$ cat src/rtl/dircc_mem_arb_pkg.sv
// rtl/dircc_mem_arb_pkg.sv - shared types and constants for the port-B arbiter
package dircc_mem_arb_pkg;

    typedef logic master_id_t;

    localparam int PB_ADDR_W  = 14;
    localparam int PB_DATA_W  = 16;
    localparam int RD_LATENCY = 1;

endpackage

$ cat src/rtl/dircc_rr_lock_arbiter_2.sv
// rtl/dircc_rr_lock_arbiter_2.sv - two-way round-robin grant with bounded lock
module dircc_rr_lock_arbiter_2
    import dircc_mem_arb_pkg::*;
#(
    parameter int MAX_LOCK = 16
) (
    input  logic       clk,
    input  logic       reset_n,
    input  logic       i_freeze,
    input  logic [1:0] i_req,
    input  logic [1:0] i_lock,
    output master_id_t o_grant,
    output logic       o_accept
);

    localparam int CNT_W = (MAX_LOCK > 1) ? $clog2(MAX_LOCK) : 1;
    localparam logic [CNT_W-1:0] CNT_LAST = CNT_W'(MAX_LOCK - 1);

    master_id_t       r_last_grant;
    logic [CNT_W-1:0] r_lock_cnt;

    master_id_t       w_grant;
    logic             w_owner_locked;
    logic [CNT_W-1:0] w_cnt_base;

    // A lock only counts while its owner keeps requesting.
    assign w_owner_locked = (r_lock_cnt != '0) & i_req[r_last_grant];

    always_comb begin
        w_grant = r_last_grant;
        if (!w_owner_locked) begin
            if (&i_req)
                w_grant = ~r_last_grant;
            else if (i_req[0])
                w_grant = 1'b0;
            else if (i_req[1])
                w_grant = 1'b1;
        end
    end

    assign o_grant    = w_grant;
    assign o_accept   = |i_req & ~i_freeze;
    assign w_cnt_base = (w_grant == r_last_grant) ? r_lock_cnt : '0;

    always_ff @(posedge clk or negedge reset_n) begin
        if (!reset_n) begin
            r_last_grant <= 1'b1;
            r_lock_cnt   <= '0;
        end else if (!i_freeze) begin
            if (o_accept) begin
                r_last_grant <= w_grant;
                if (i_lock[w_grant] && (w_cnt_base < CNT_LAST))
                    r_lock_cnt <= w_cnt_base + CNT_W'(1);
                else
                    r_lock_cnt <= '0;
            end else begin
                r_lock_cnt <= '0;
            end
        end
    end

endmodule

$ cat src/rtl/dircc_processing_mem_port_b_arbiter.sv
// rtl/dircc_processing_mem_port_b_arbiter.sv - shares RAM port B between RX writer and TX reader
module dircc_processing_mem_port_b_arbiter
    import dircc_mem_arb_pkg::*;
#(
    parameter int ADDR_W   = PB_ADDR_W,
    parameter int DATA_W   = PB_DATA_W,
    parameter int MAX_LOCK = 16
) (
    input  logic                clk,
    input  logic                reset_n,
    input  logic                freeze,
    input  logic [ADDR_W-1:0]   m0_address,
    input  logic                m0_read,
    input  logic                m0_write,
    input  logic [DATA_W-1:0]   m0_writedata,
    input  logic [DATA_W/8-1:0] m0_byteenable,
    input  logic                m0_lock,
    output logic                m0_waitrequest,
    output logic [DATA_W-1:0]   m0_readdata,
    output logic                m0_readdatavalid,
    input  logic [ADDR_W-1:0]   m1_address,
    input  logic                m1_read,
    input  logic                m1_write,
    input  logic [DATA_W-1:0]   m1_writedata,
    input  logic [DATA_W/8-1:0] m1_byteenable,
    input  logic                m1_lock,
    output logic                m1_waitrequest,
    output logic [DATA_W-1:0]   m1_readdata,
    output logic                m1_readdatavalid,
    output logic [ADDR_W-1:0]   mem_address2,
    output logic                mem_chipselect2,
    output logic                mem_write2,
    output logic [DATA_W-1:0]   mem_writedata2,
    output logic [DATA_W/8-1:0] mem_byteenable2,
    output logic                mem_clken2,
    input  logic [DATA_W-1:0]   mem_readdata2
);

    logic [1:0] w_req;
    master_id_t w_grant;
    logic       w_accept;
    logic       w_sel_read;
    logic       w_sel_write;

    logic [RD_LATENCY-1:0] r_rd_pend;
    master_id_t            r_rd_id [RD_LATENCY];

    assign w_req = {m1_read | m1_write, m0_read | m0_write};

    dircc_rr_lock_arbiter_2 #(
        .MAX_LOCK (MAX_LOCK)
    ) u_arb (
        .clk      (clk),
        .reset_n  (reset_n),
        .i_freeze (freeze),
        .i_req    (w_req),
        .i_lock   ({m1_lock, m0_lock}),
        .o_grant  (w_grant),
        .o_accept (w_accept)
    );

    assign m0_waitrequest = w_req[0] & ~(w_accept & (w_grant == 1'b0));
    assign m1_waitrequest = w_req[1] & ~(w_accept & (w_grant == 1'b1));

    // With no requester the grant rests on the last owner, so the mux holds its values.
    assign w_sel_read      = w_grant ? m1_read       : m0_read;
    assign w_sel_write     = w_grant ? m1_write      : m0_write;
    assign mem_address2    = w_grant ? m1_address    : m0_address;
    assign mem_writedata2  = w_grant ? m1_writedata  : m0_writedata;
    assign mem_byteenable2 = w_grant ? m1_byteenable : m0_byteenable;
    assign mem_chipselect2 = w_accept;
    assign mem_write2      = w_accept & w_sel_write;
    assign mem_clken2      = ~freeze;

    // Write wins over a simultaneous read, so such a beat never returns data.
    always_ff @(posedge clk or negedge reset_n) begin
        if (!reset_n) begin
            r_rd_pend <= '0;
            for (int k = 0; k < RD_LATENCY; k++)
                r_rd_id[k] <= 1'b0;
        end else begin
            r_rd_pend[0] <= w_accept & w_sel_read & ~w_sel_write;
            r_rd_id[0]   <= w_grant;
            for (int k = 1; k < RD_LATENCY; k++) begin
                r_rd_pend[k] <= r_rd_pend[k-1];
                r_rd_id[k]   <= r_rd_id[k-1];
            end
        end
    end

    assign m0_readdatavalid = r_rd_pend[RD_LATENCY-1] & (r_rd_id[RD_LATENCY-1] == 1'b0);
    assign m1_readdatavalid = r_rd_pend[RD_LATENCY-1] & (r_rd_id[RD_LATENCY-1] == 1'b1);
    assign m0_readdata      = mem_readdata2;
    assign m1_readdata      = mem_readdata2;

endmodule

$ cat config.mk
export PLATFORM = sky130hd
export DESIGN_NAME = dircc_processing_mem_port_b_arbiter
export DESIGN_NICKNAME = d
export VERILOG_FILES = /design/src/rtl/dircc_mem_arb_pkg.sv /design/src/rtl/dircc_rr_lock_arbiter_2.sv /design/src/rtl/dircc_processing_mem_port_b_arbiter.sv
export SDC_FILE = /design/constraint.sdc
export NUM_CORES = 1
export LEC_CHECK = 0
export BUFFER_PORTS_ARGS = -buffer_cell sky130_fd_sc_hd__buf_2
export CAP_MARGIN = 20
export CORE_AREA = 2 2 62 64
export DETAILED_ROUTE_END_ITERATION = 8
export DIE_AREA = 0 0 64 66
export PLACE_DENSITY_LB_ADDON = 0.08
export SETUP_SLACK_MARGIN = 0.05
export SYNTH_ARGS = -nofsm -noshare
export SYNTH_HDL_FRONTEND = slang
export SYNTH_SLANG_ARGS = --single-unit
export TNS_END_PERCENT = 30
$ cat constraint.sdc
create_clock -name clk -period 5.3 [get_ports clk]
set_input_delay 1.06 -clock clk [delete_from_list [all_inputs] [get_ports clk]]
set_output_delay 1.06 -clock clk [all_outputs]
set_load 0.03 [all_outputs]
Word-level counts from Yosys, hierarchy flattened
Cells that the tools add are included.
Widths: inputs -> output; s select.
Storage, ports and cells
  register bits after elaboration: 7
  bits of input ports: 89
  output and inout bits: 71
  word-level logic and storage cells: 50
Operators by class
  $add $sub $neg: 1
  magnitude comparators: 3
  equality and inequality tests: 1
  mux-type cells: 16
  bitwise gates (word level): 20
  reduce and logical (&&, ||, !) cells: 5
Operators with widths (number)
  $mux 16: 1
  $mux 14: 1
  $mux 4: 3
  $and 1x1->1: 11
  $mux 1: 10
  $not 1->1: 7
  $add 4x1->4 const B: 1
  $lt 1x2->1 const B: 2
  $lt 4x4->1 const B: 1
  $reduce_and 2->1: 2
  $reduce_bool 4->1: 1
  $mux 2: 1
  $or 1x1->1: 2
  $reduce_or 2->1: 1
  $eq 1x1->1: 1
  $logic_and 1x1->1: 1

Longest topological paths before layout
  depth in word-level cells: 11
  mapped depth: 9
  mapped depth without buffers: 9

Hierarchy
A second synthesis with hierarchy kept.
Unflattened totals
  cells, all modules: 134
  area, all modules: 1305.0 um2
By module, submodules not included
  dircc_processing_mem_port_b_arbiter: times used 1, cells each 83, area an instance 894.6 um2, seq. area each 50.0 um2
  dircc_rr_lock_arbiter_2: times used 1, cells each 51, area an instance 410.4 um2, seq. area each 126.4 um2

Worst setup path after synthesis
Ideal clock, no wire load.
  kind: input to output
  from: input m0_read
  to: output mem_write2
  arrival: 2.459 ns
  required time: 4.240 ns
  slack: 1.781 ns
  cell stages on the path: 7
  path buffers: 2
  cell sequence: nor2_1 o21ai_2 o2bb2ai_2 buf_6 buf_4 mux2i_1 nor2_1
Between the ends
  cells in the longest elaborated chain, start to end: 7
  elaborated cells between the ends (all ways): 12
  those cells by class: mux (6); bitwise (4); reduce/logical (2)
RTL lines
  start, declared: line dircc_processing_mem_port_b_arbiter.sv:13  | input logic m0_read,
  $or 1x1->1 (*): line dircc_processing_mem_port_b_arbiter.sv:48  | assign w_req = {m1_read | m1_write, m0_read | m0_write};
  $mux 1 (implied by the code) (2 in series): line dircc_rr_lock_arbiter_2.sv:27  | assign w_owner_locked = (r_lock_cnt != '0) & i_req[r_last_grant];
  $and 1x1->1: line dircc_rr_lock_arbiter_2.sv:27
  $mux 1: line dircc_rr_lock_arbiter_2.sv:31  | if (!w_owner_locked) begin
  $mux 1: line dircc_processing_mem_port_b_arbiter.sv:67  | assign w_sel_write = w_grant ? m1_write : m0_write;
  $and 1x1->1 (*): line dircc_processing_mem_port_b_arbiter.sv:72  | assign mem_write2 = w_accept & w_sel_write;
  end, declared: line dircc_processing_mem_port_b_arbiter.sv:32  | output logic mem_write2,
Mark *: on every way between the ends. The rest lies on a longest branch, timed or not. The select of a mux whose other input is x is not followed.

Final worst setup path
  from: input m1_write
  to: output mem_address2[0]
Between the ends
  cells in the longest elaborated chain, start to end: 6
  elaborated cells between the ends (all ways): 10
  those cells by class: mux (7); bitwise (2); reduce/logical (1)
RTL lines
  start, declared: line dircc_processing_mem_port_b_arbiter.sv:23  | input logic m1_write,
  $or 1x1->1 (*): line dircc_processing_mem_port_b_arbiter.sv:48
  $mux 1 (on tied branches): line dircc_rr_lock_arbiter_2.sv:36, dircc_rr_lock_arbiter_2.sv:27
  $mux 1 (on tied branches): line dircc_rr_lock_arbiter_2.sv:34, dircc_rr_lock_arbiter_2.sv:27
  $mux 1 or $and 1x1->1 (tied branches): line dircc_rr_lock_arbiter_2.sv:32, dircc_rr_lock_arbiter_2.sv:27
  $mux 1 (*): line dircc_rr_lock_arbiter_2.sv:31
  $mux 14 (*): line dircc_processing_mem_port_b_arbiter.sv:68  | assign mem_address2 = w_grant ? m1_address : m0_address;
  end, declared: line dircc_processing_mem_port_b_arbiter.sv:30  | output logic [ADDR_W-1:0] mem_address2,
Marks and branches as above.

==> results by group <==
Routing
  – Drt initial violations: 27
  – Routed WL: around 3400 um
  – Initial DRT Pass Iterations: 4
  – # DRC: 0
  – Final ANT Viol Nets: 0
  – WL per Instance: between 10 and 15 um
  – Avg Vias per Cell: about 4.7
  – Vias: ~1200

Worst setup path
  – Buffers plus inverters on the worst setup path: 2
  – WS Path Type: primary input to output pin
  – Critical Path Most Common Cell: buf_2
  – Crit end category: output pin
  – FF-to-FF Start: u_arb.r_lock_cnt[0]
  – Reg-to-reg slack, setup: slightly below 3 ns
  – Critical Path Sink: mem_address2[0]
  – Worst r2r dst: r_rd_pend
  – Crit path cell chain: buf_2 -> nor2_1 -> a21oi_1 -> o2bb2ai_4 -> mux2_2 -> buf_2
  – Startpoint type of the worst setup path: primary input
  – Depth of the worst register-to-register path: 5
  – Crit path required time: around 4.2 ns
  – Critical path peak fanout: 38
  – Critical Path Source: m1_write
  – WP data arrival: approximately 2.9 ns
  – Critical path depth: 6
  – Slowest cell on the critical path: o2bb2ai_4
  – Max stage delay on crit path: ~0.82 ns
  – CP top delay family: compound AO/OA/AOI/OAI gates

STA
  – RSZ-0062 raised after global routing: false
  – Actual slew at the worst max-slew pin: about 0.99 ns
  – Final hold violations: 0
  – Slew margin rel.: 0.3381
  – Slew Viols, Final: 0
  – Post-layout min period: roughly 4 ns
  – Final period util: 0.7550
  – Fmax: about 250 MHz
  – Skew final: between 0.0015 and 0.002 ns
  – TNS Setup: 0 ns
  – Final Setup Violations: 0

Status
  – Status: completed

Global route
  – Number of global-route vias before repair: roughly 1100
  – Grt ovf: 0
  – Largest net degree at the start of global routing: 39
  – Initial antenna violation count: 0
  – Overall Global Routing Usage: 0.1452
  – First-pass GRT wire length: about 4900 um

Place
  – RD Place Congestion: ~0.74
  – PortBufs: between 100 and 150
  – Final HPWL DP: 2900 um

Floorplan
  – Die W: roughly 64 um
  – Die area: 0.004224 sq mm
  – Row cnt: 22
  – I/O pin count: 160
  – Die height: 66 um
  – CORE AREA: roughly 0.0036 sq mm
  – Initial Util: 0.3280

Synthesis
  – Seq/Total Area, Yosys: 0.1515
  – Distinct cells, synth: 34
  – Seq cells post-synth: 7
  – Synth top area share: 0.3093
  – Syn_nets: ~220
  – Cell accounting for the most synthesized area: mux2_2
  – FFs w/ async S/R, synth: 1.000
  – Cells after Synth: around 130
  – Post-synth EDFFs: 0
  – Top FF cell, synth: dfrtp_1
  – Yosys warning total: 0
  – Dominant cells by area after synthesis: mux2_2 31%, buf_4 22%, dfrtp_1 13%, mux2i_1 3.4%, a22o_1 3.0%
  – Avg Cell Area, Syn: roughly 9.2 sq um
  – Synthesized cell area: 0.001165 sq mm

Finish
  – Commonest non-fill, non-tap cell in the layout: buf_2
  – # fillers: 374
  – Most frequent cells in the layout: 111 x buf_2, 32 x mux2_2, 6 x a21oi_1, 6 x dfrtp_1, 5 x inv_1
  – Fraction of layout cells with a size suffix above 1: 0.7500
  – # nets final: ~300
  – Antenna Cells: 0
  – Fin util: 0.4348
  – Area grow syn2layout: 32.55%

Clocking
  – Clk_lat worst skew: roughly 0.25 ns
  – CTS buffer count: 3
  – Maximum root-to-sink buffer count: 2
  – CTS resizes: 0
  – Htree depth: 1
  – Worst-path clk slew: approximately 0.05 ns
  – Post-CTS setup buffer count: 0
  – Root Driver: clkbuf_4
  – TritonCTS clock tree: built
  – # clock sinks: 7
  – Cts-stage hold buffer count: 0

Power
  – Peak VDD IR: 0.0002628 V
  – Total power: 786.5 uW
  – Pleak: about 0.00083 uW
  – Cell Pwr Density: roughly 510 mW/mm^2

Run
  – # Max-Cap Violations: 0

Worst hold path
  – Worst hold path class: flop to flop
[synthesized netlist by cell type, types with 2 or more instances]
cell      number
a21oi_1        6
a22o_1         4
and2_1         2
buf_4         34
dfrtp_1        6
inv_1          5
mux2_2        32
mux2i_1        4
nand3_1        3
nor2_1         3
o21ai_0        3
o21bai_1       2
[metal layers]
layer / global-route usage / part of all wire / up-vias
met3: 0.05111 / 0.12 / 20
met4: 0.04620 / 0.016 / 0
met5: 0 / 0 / -
li1: - / - / 576
met2: 0.2669 / 0.52 / 75
met1: 0.1542 / 0.35 / 505
[worst min-delay path by stage]
stage	endpoint	cells past startpoint	slack, ns	from
6_report	u_arb.r_lock_cnt[1]	1	0.61	u_arb.r_lock_cnt[1]
2_1_floorplan	u_arb.r_lock_cnt[1]	1	0.57	u_arb.r_lock_cnt[1]
4_1_cts	u_arb.r_lock_cnt[1]	1	0.62	u_arb.r_lock_cnt[1]
3_5_place_dp	u_arb.r_lock_cnt[1]	1	0.60	u_arb.r_lock_cnt[1]
5_1_grt	r_rd_pend	1	0.63	reset_n
3_3_place_gp	u_arb.r_lock_cnt[1]	1	0.59	u_arb.r_lock_cnt[1]
[metrics by stage]
stage	std cells	cell area (sq um)	setup WS, ns	hold WS [ns]
after floorplan	126	1165	1.781	0.5696
after global placement	248	1518	1.377	0.5928
after detailed placement	248	1518	1.281	0.6000
after CTS	252	1544	1.279	0.6183
after global routing	252	1544	1.136	0.6309
final	252	1544	1.299	0.6078
[state kept, by name, summed over array words and instances, names as in the netlist]
| name | flops |
|---|---|
| r_rd_id | 1 |
| r_rd_pend | 1 |
| u_arb.r_last_grant | 1 |
| u_arb.r_lock_cnt | 4 |
[cell type report]
cell class,instances,area [sq um],share of cell area
Multi-Input combinational cell,77,706.9,0.4579
Timing Repair Buffer,111,555.5,0.3598
Clock buffer,4,26.28,0.01702
Sequential cell,7,176.4,0.1143
Inverter,5,18.77,0.01216
Tap cell,48,60.06,0.03890
[where the power goes]
part | internal (uW) | total, uW | switching (uW)
combinational | 259 | 649 | 390
sequential | 72.5 | 90.7 | 18.2
clock | 28.6 | 46.5 | 17.9
[worst register-to-register path, delay by kind of cell, from the launching register on]
family	cells	cell delay, ns
compound gates	3	1.22
simple gates	2	0.65
flops	1	0.43
[kinds of logic (layout without fill, tap and decap cells)]
| family | Yosys count | count (layout) | share of synthesized area |
|---|---|---|---|
| compound gates | 22 | 22 | 0.1396 |
| xor+xnor | 1 | 1 | 0.007520 |
| fa+ha+maj | 1 | 1 | 0.01074 |
| buf+inv | 42 | 120 | 0.2524 |
| flops | 7 | 7 | 0.1515 |
| mux | 36 | 36 | 0.3437 |
| simple gates | 17 | 17 | 0.09453 |
(Power assumes the default switching activity.)
